===== src/rtl/tx_iq_fifo_if.sv =====
// I/Q sample stream from the TX core, DAC-side outputs and status of the tx_iq_fifo block.
// The slave modport is the FIFO; the master modport is whatever drives the core/DAC side.
interface tx_iq_fifo_if #(
  parameter int DEPTH = 64
) ();
  localparam int AW = $clog2(DEPTH);

  logic          result_iq_valid;
  logic [15:0]   result_i;
  logic [15:0]   result_q;
  logic          result_iq_hold;
  logic          phy_tx_done;
  logic          dac_strobe;
  logic          dac_valid;
  logic [15:0]   dac_i;
  logic [15:0]   dac_q;
  logic          iq_drained;
  logic          underflow;
  logic          overflow;
  logic          clr_status;
  logic [AW:0]   fill_level;

  modport master (
    output result_iq_valid, result_i, result_q, phy_tx_done, dac_strobe, clr_status,
    input  result_iq_hold, dac_valid, dac_i, dac_q, iq_drained, underflow, overflow, fill_level
  );

  modport slave (
    input  result_iq_valid, result_i, result_q, phy_tx_done, dac_strobe, clr_status,
    output result_iq_hold, dac_valid, dac_i, dac_q, iq_drained, underflow, overflow, fill_level
  );
endinterface


===== src/rtl/tx_iq_fifo.sv =====
// I/Q buffer between OFDM TX core and DAC: prefills, then pops one sample per dac_strobe (1 clk strobe->dac_valid).
// Backpressure: registered result_iq_hold once occupancy reaches DEPTH-HOLD_MARGIN; pushes while full are dropped.
module tx_iq_fifo #(
  parameter int DEPTH       = 64,
  parameter int HOLD_MARGIN = 4,
  parameter int START_LEVEL = 16
) (
  input  logic        clk,
  input  logic        rstn,
  tx_iq_fifo_if.slave io
);
  localparam int AW = $clog2(DEPTH);
  localparam logic [AW:0] DEPTH_L = (AW+1)'(DEPTH);
  localparam logic [AW:0] HOLD_L  = (AW+1)'(DEPTH - HOLD_MARGIN);
  localparam logic [AW:0] START_L = (AW+1)'(START_LEVEL);

  typedef enum logic [1:0] {
    S_IDLE    = 2'd0,
    S_PREFILL = 2'd1,
    S_STREAM  = 2'd2
  } state_t;

  state_t      state_q, state_d;
  logic [AW:0] wr_ptr_q, wr_ptr_d;
  logic [AW:0] rd_ptr_q, rd_ptr_d;
  logic        hold_q, hold_d;
  logic        dac_valid_q, dac_valid_d;
  logic [15:0] dac_i_q, dac_i_d;
  logic [15:0] dac_q_q, dac_q_d;
  logic        drained_q, drained_d;
  logic        underflow_q, underflow_d;
  logic        overflow_q, overflow_d;
  logic        done_q, done_d;

  logic [31:0] mem_q [DEPTH];
  logic [31:0] head;
  logic [AW:0] count;
  logic [AW:0] count_d;
  logic        full;
  logic        empty;
  logic        push;
  logic        pop;
  logic        uf_set;
  logic        of_set;

  assign count = wr_ptr_q - rd_ptr_q;
  assign full  = (count == DEPTH_L);
  assign empty = (count == '0);
  assign push  = io.result_iq_valid && !full;
  assign head  = mem_q[rd_ptr_q[AW-1:0]];

  always_comb begin
    state_d     = state_q;
    pop         = 1'b0;
    dac_valid_d = 1'b0;
    dac_i_d     = dac_i_q;
    dac_q_d     = dac_q_q;
    drained_d   = 1'b0;
    uf_set      = 1'b0;
    done_d      = done_q;

    case (state_q)
      S_IDLE: begin
        if (push) begin
          state_d = S_PREFILL;
        end
      end
      S_PREFILL: begin
        if (io.phy_tx_done) begin
          done_d = 1'b1;
        end
        // A short packet that ends before START_LEVEL still has to play out.
        if ((count >= START_L) || done_q || io.phy_tx_done) begin
          state_d = S_STREAM;
        end
      end
      S_STREAM: begin
        if (io.phy_tx_done) begin
          done_d = 1'b1;
        end
        if (empty && done_q) begin
          state_d   = S_IDLE;
          drained_d = 1'b1;
          dac_i_d   = '0;
          dac_q_d   = '0;
          done_d    = 1'b0;
        end else if (io.dac_strobe) begin
          dac_valid_d = 1'b1;
          if (!empty) begin
            pop     = 1'b1;
            dac_i_d = head[31:16];
            dac_q_d = head[15:0];
          end else begin
            dac_i_d = '0;
            dac_q_d = '0;
            uf_set  = 1'b1;
          end
        end
      end
      default: begin
        state_d = S_IDLE;
      end
    endcase

    of_set      = io.result_iq_valid && full;
    wr_ptr_d    = wr_ptr_q + {{AW{1'b0}}, push};
    rd_ptr_d    = rd_ptr_q + {{AW{1'b0}}, pop};
    count_d     = count + {{AW{1'b0}}, push} - {{AW{1'b0}}, pop};
    hold_d      = (count_d >= HOLD_L);
    // A fresh error in the same cycle as clr_status must survive the clear.
    underflow_d = uf_set || (underflow_q && !io.clr_status);
    overflow_d  = of_set || (overflow_q && !io.clr_status);
  end

  always_ff @(posedge clk or negedge rstn) begin
    if (!rstn) begin
      state_q     <= S_IDLE;
      wr_ptr_q    <= '0;
      rd_ptr_q    <= '0;
      hold_q      <= 1'b0;
      dac_valid_q <= 1'b0;
      dac_i_q     <= '0;
      dac_q_q     <= '0;
      drained_q   <= 1'b0;
      underflow_q <= 1'b0;
      overflow_q  <= 1'b0;
      done_q      <= 1'b0;
    end else begin
      state_q     <= state_d;
      wr_ptr_q    <= wr_ptr_d;
      rd_ptr_q    <= rd_ptr_d;
      hold_q      <= hold_d;
      dac_valid_q <= dac_valid_d;
      dac_i_q     <= dac_i_d;
      dac_q_q     <= dac_q_d;
      drained_q   <= drained_d;
      underflow_q <= underflow_d;
      overflow_q  <= overflow_d;
      done_q      <= done_d;
    end
  end

  always_ff @(posedge clk) begin
    if (push) begin
      mem_q[wr_ptr_q[AW-1:0]] <= {io.result_i, io.result_q};
    end
  end

  assign io.result_iq_hold = hold_q;
  assign io.dac_valid      = dac_valid_q;
  assign io.dac_i          = dac_i_q;
  assign io.dac_q          = dac_q_q;
  assign io.iq_drained     = drained_q;
  assign io.underflow      = underflow_q;
  assign io.overflow       = overflow_q;
  assign io.fill_level     = count;

endmodule


===== src/flat_wrapper.sv =====
// flat-port wrapper written by rule: the top's interface ports become plain ports
module tx_iq_fifo_flat 
#(
  parameter int DEPTH       = 64,
  parameter int HOLD_MARGIN = 4,
  parameter int START_LEVEL = 16
)
  (clk, rstn, io_result_iq_valid, io_result_i, io_result_q, io_phy_tx_done, io_dac_strobe, io_clr_status, io_result_iq_hold, io_dac_valid, io_dac_i, io_dac_q, io_iq_drained, io_underflow, io_overflow, io_fill_level);
  tx_iq_fifo_if #(.DEPTH(DEPTH)) io_i ();
  input  logic clk;
  input  logic rstn;
  input wire logic [$bits(io_i.result_iq_valid)-1:0] io_result_iq_valid;
  input wire logic [$bits(io_i.result_i)-1:0] io_result_i;
  input wire logic [$bits(io_i.result_q)-1:0] io_result_q;
  input wire logic [$bits(io_i.phy_tx_done)-1:0] io_phy_tx_done;
  input wire logic [$bits(io_i.dac_strobe)-1:0] io_dac_strobe;
  input wire logic [$bits(io_i.clr_status)-1:0] io_clr_status;
  output wire logic [$bits(io_i.result_iq_hold)-1:0] io_result_iq_hold;
  output wire logic [$bits(io_i.dac_valid)-1:0] io_dac_valid;
  output wire logic [$bits(io_i.dac_i)-1:0] io_dac_i;
  output wire logic [$bits(io_i.dac_q)-1:0] io_dac_q;
  output wire logic [$bits(io_i.iq_drained)-1:0] io_iq_drained;
  output wire logic [$bits(io_i.underflow)-1:0] io_underflow;
  output wire logic [$bits(io_i.overflow)-1:0] io_overflow;
  output wire logic [$bits(io_i.fill_level)-1:0] io_fill_level;
  assign io_i.result_iq_valid = io_result_iq_valid;
  assign io_i.result_i = io_result_i;
  assign io_i.result_q = io_result_q;
  assign io_i.phy_tx_done = io_phy_tx_done;
  assign io_i.dac_strobe = io_dac_strobe;
  assign io_i.clr_status = io_clr_status;
  assign io_result_iq_hold = io_i.result_iq_hold;
  assign io_dac_valid = io_i.dac_valid;
  assign io_dac_i = io_i.dac_i;
  assign io_dac_q = io_i.dac_q;
  assign io_iq_drained = io_i.iq_drained;
  assign io_underflow = io_i.underflow;
  assign io_overflow = io_i.overflow;
  assign io_fill_level = io_i.fill_level;
  tx_iq_fifo #(.DEPTH(DEPTH), .HOLD_MARGIN(HOLD_MARGIN), .START_LEVEL(START_LEVEL)) u_core (.clk(clk), .rstn(rstn), .io(io_i));
endmodule

===== config.mk =====
export PLATFORM = sky130hd
export DESIGN_NAME = tx_iq_fifo_flat
export DESIGN_NICKNAME = d
export VERILOG_FILES = /design/src/rtl/tx_iq_fifo_if.sv /design/src/rtl/tx_iq_fifo.sv /design/src/flat_wrapper.sv
export SDC_FILE = /design/constraint.sdc
export NUM_CORES = 2
export LEC_CHECK = 0
export ABC_AREA = 0
export CORE_MARGIN = 5
export CORE_UTILIZATION = 50
export DETAILED_ROUTE_END_ITERATION = 10
export GPL_TIMING_DRIVEN = 1
export MAX_ROUTING_LAYER = met4
export PLACE_DENSITY = 0.63
export SYNTH_ARGS = -nofsm -noshare
export SYNTH_HDL_FRONTEND = slang
export SYNTH_SLANG_ARGS = --single-unit

===== constraint.sdc =====
create_clock -name clk -period 7.35 [get_ports clk]
set_input_delay 1.1025 -clock clk [delete_from_list [all_inputs] [get_ports clk]]
set_output_delay 1.1025 -clock clk [all_outputs]
set_load 0.01 [all_outputs]

==> results.py <==
metrics = {
    "clocking": {
        "cts_made_buffers": 201,
        "cts_tree": "done",
        "path_clk_slew_ns": 0.06,
        "cts_sinks": 2102,
        "clk_latency_ns": 0.84,
        "root_buffer": "clkbuf_16",
        "cts-resized-gates": 0,
        "post_cts_buffers": 0,
        "hold_buffers": 0,
        "htree_levels": 4,
        "cts_buffer_depth": 3,
    },
    "synthesis": {
        "synth_top_family_by_area": "multiplexers",
        "synth-compound-area-share": 0.0375,
        "async_flop_share": 0.0257,
        "synth_edf_count": 2048,
        "synth_simple_gate_area_share": 0.0170,
        "syn_area_per_cell_sq_um": 21.8,
        "synthMuxAreaShare": 0.143,
        "syn_inst": 3692,
        "synth.distinct_cells": 67,
        "synth_xor_area_frac": 0.00261,
        "synthAdderAreaFrac": 0.00392,
        "syn_area_sq_um": 80500,
        "synth_nets": 3754,
        "ys.flop_type": "edfxtp_1",
        "synth_seq_area_share": 0.780,
        "synth_warnings": 0,
        "ys_ff_latch": 2102,
    },
    "grt": {
        "grt_max_degree": 126,
        "grt_antenna_before_repair": 10,
        "grt-ovfl-total": 0,
        "grt_pass1_wl_mm": 296,
        "grt.total_usage": 0.253,
        "grt_pass1_vias": 39500,
    },
    "sta": {
        "slew_violations": 0,
        "fin_crit_ns": 5.50,
        "setup_ws_ns": 1.85,
        "tns_ns": 0,
        "min_period_over_period": 0.748,
        "final-setup-viol-count": 0,
        "worstMarginPinSlew_ns": 1.29,
        "holdWs_ns": 0.372,
        "rsz0062_at_grt": "no",
        "slew_headroom": 0.121,
        "fmax_mhz": 182,
        "hold_viol": 0,
        "finClkSkew_ns": 0.0392,
    },
    "route": {
        "drt-wirelength-per-cell_um": 33.3,
        "first_pass_iters": 5,
        "via_count": 39600,
        "ant_nets": 0,
        "finalWirelength_mm": 208,
        "drt-initial-drc-count": 4769,
        "drc": 0,
        "viasPerCell": 6.35,
    },
    "placed_design": {
        "hpwl_mm": 119,
        "gp_congestion": 0.849,
        "place_inst": 5867,
        "numPortBuffers": 81,
        "place_ws_ns": 2.00,
    },
    "critical_path": {
        "arrival_ns": 6.01,
        "path_cells": "inv_2, ha_1, a21o_1, a21o_1, a21o_1, a21o_1, xnor2_1, ha_1, nand4b_1, o31ai_4, nand3b_1, nor2_4, buf_4",
        "critPathMaxFanout": 23,
        "cp_slowest_stage_delay_ns": 1.02,
        "end_kind": "flip-flop",
        "cp.required_ns": 7.86,
        "r2r_slack_ns": 1.85,
        "cp_slowest_cell": "nor2_4",
        "path_class": "reg2reg",
        "start_kind": "flip-flop",
        "cpMostUsedCell": "a21o_1",
    },
    "power": {
        "p_switching_uw": 10800,
        "seqPwrFrac": 0.411,
        "power_uw": 34200,
        "p_per_area_nw_per_um2": 376,
        "internal-power_uw": 23500,
        "p_leak_uw": 0.0287,
        "swShare": 0.315,
        "p_comb_frac": 0.291,
        "vdd_drop_max_mv": 0.293,
        "pwr-share-clk": 0.298,
    },
    "min_path": {
        "min_path_type": "in2async",
    },
    "floorplanning": {
        "die-height_um": 411,
        "coreArea_sq_um": 160000,
        "rows": 147,
        "start_util": 0.502,
        "die_w_um": 411,
        "ios": 82,
        "dieArea_sq_um": 169000,
    },
    "run_status": {
        "status": "finished, final reports clean",
    },
    "layout": {
        "multiInputGateArea_sq_um": 17000,
        "fillers": 11800,
        "fin_nets": 3972,
        "stdcell_count": 6242,
        "register_area_sq_um": 62900,
        "drive_gt1_frac": 0.248,
        "area_delta_synth_final_pct": 12.9,
    },
    "flow_run": {
        "cap_violations": 0,
    },
}
==> registers in the layout, indices dropped and copies added, names as in the netlist, 2 cells and up <==
register and count:
u_core.wr_ptr_q 7, u_core.io.dac_i 16, u_core.rd_ptr_q 7, u_core.mem_q 2048, u_core.io.dac_q 16, u_core.state_q 2
==> through the flow <==
step,area [sq um],utilization
after CTS,90900,0.567
after floorplan,80500,-
after global routing,90900,0.567
final,90900,0.567
after detailed placement,84400,0.526
after global placement,84400,0.526
==> worst max-delay path, delay by kind of cell, from the launching register on <==
family                     cells  cell delay, ns
AOI/OAI and AO/OA              5            0.96
DFF                            1            0.63
buffers and inverters          2            0.77
adders and majority gates      2            0.54
xor gates and xnor gates       1            0.20
and+or+nand+nor                3            2.01
==> cell families after synthesis <==
kind of cell    after synthesis
simple gates                293
flops                      2102
buf+inv                     231
xor+xnor                     24
mux                         605
fa+ha+maj                    24
compound gates              413
==> synth_stat cells, drive strengths merged (23+ instances only) <==
cell type	count	area, sq um
edfxtp	2048	61500
mux4	435	9800
mux2i	143	1430
buf	111	787
nor2	102	383
a22oi	98	736
clkbuf	97	364
a21oi	83	415
nand2	80	300
o22ai	59	369
dfrtp	54	1350
nand3	33	165
a22o	30	263
o221ai	30	263
mux2	27	304
a32o	26	260
inv	23	86.3
==> power by group through the flow <==
stage / clock network (uW) / registers [uW] / logic, uW
floorplan: 0 / 14100 / 6550
global placement: 0 / 14300 / 10000
detailed placement: 0 / 14300 / 10000
CTS: 10300 / 14100 / 10000
global route: 10900 / 14100 / 10500
finish: 10200 / 14100 / 9970
==> final cells by class <==
type,count,area share
diodes,4,0.000110
clock buffers,257,0.0600
clock inverters,114,0.0117
inverters,23,0.000949
multi-input cells,1359,0.187
flip-flops and latches,2102,0.691
well taps,2160,0.0297
repair buffers,223,0.0193
==> cells in the final DEF, fill, tap and decap left out, types with 7 or more instances in the layout <==
cell,instances
a2111oi_1,10
clkinv_2,47
a211oi_1,7
edfxtp_1,2048
o22ai_1,59
bufinv_16,15
nor2_4,68
clkbuf_16,205
a32o_1,26
clkinv_1,34
or3_1,20
clkbuf_8,13
a2111oi_0,9
mux2i_1,143
nand2_1,79
ha_1,22
xnor2_1,18
clkbuf_1,39
buf_2,32
dfrtp_1,49
nor4_1,17
buf_4,139
a22o_1,30
mux4_2,435
o32ai_1,7
o221ai_1,30
clkdlybuf4s50_1,48
and3_1,11
mux2_2,12
a221oi_1,9
mux2_1,15
a31oi_1,10
a22oi_1,98
nor2_1,32
a21oi_1,83
inv_1,21
nand3_1,30
==> worst paths after layout <==
| check | from | end | cells past startpoint |
|---|---|---|---|
| max | u_core.rd_ptr_q[1] | u_core.mem_q[9][16] | 13 |
| min | rstn | u_core.io.dac_i[13] | 1 |
| max reg2reg | u_core.rd_ptr_q[1] | u_core.mem_q[9][16] | 13 |
| min reg2reg | u_core.io.dac_q[4] | u_core.io.dac_q[4] | 2 |
| max in group asynchronous | rstn | u_core.rd_ptr_q[0] | 1 |
| min in group clk | u_core.io.dac_q[4] | u_core.io.dac_q[4] | 2 |
==> metal layers <==
layer | wire length (um) | global-route usage
met4 | 5610 | 0.0696
met3 | 17400 | 0.0447
met5 | 0 | -
met1 | 86700 | 0.364
met2 | 98000 | 0.381
(Power assumes the default switching activity.)
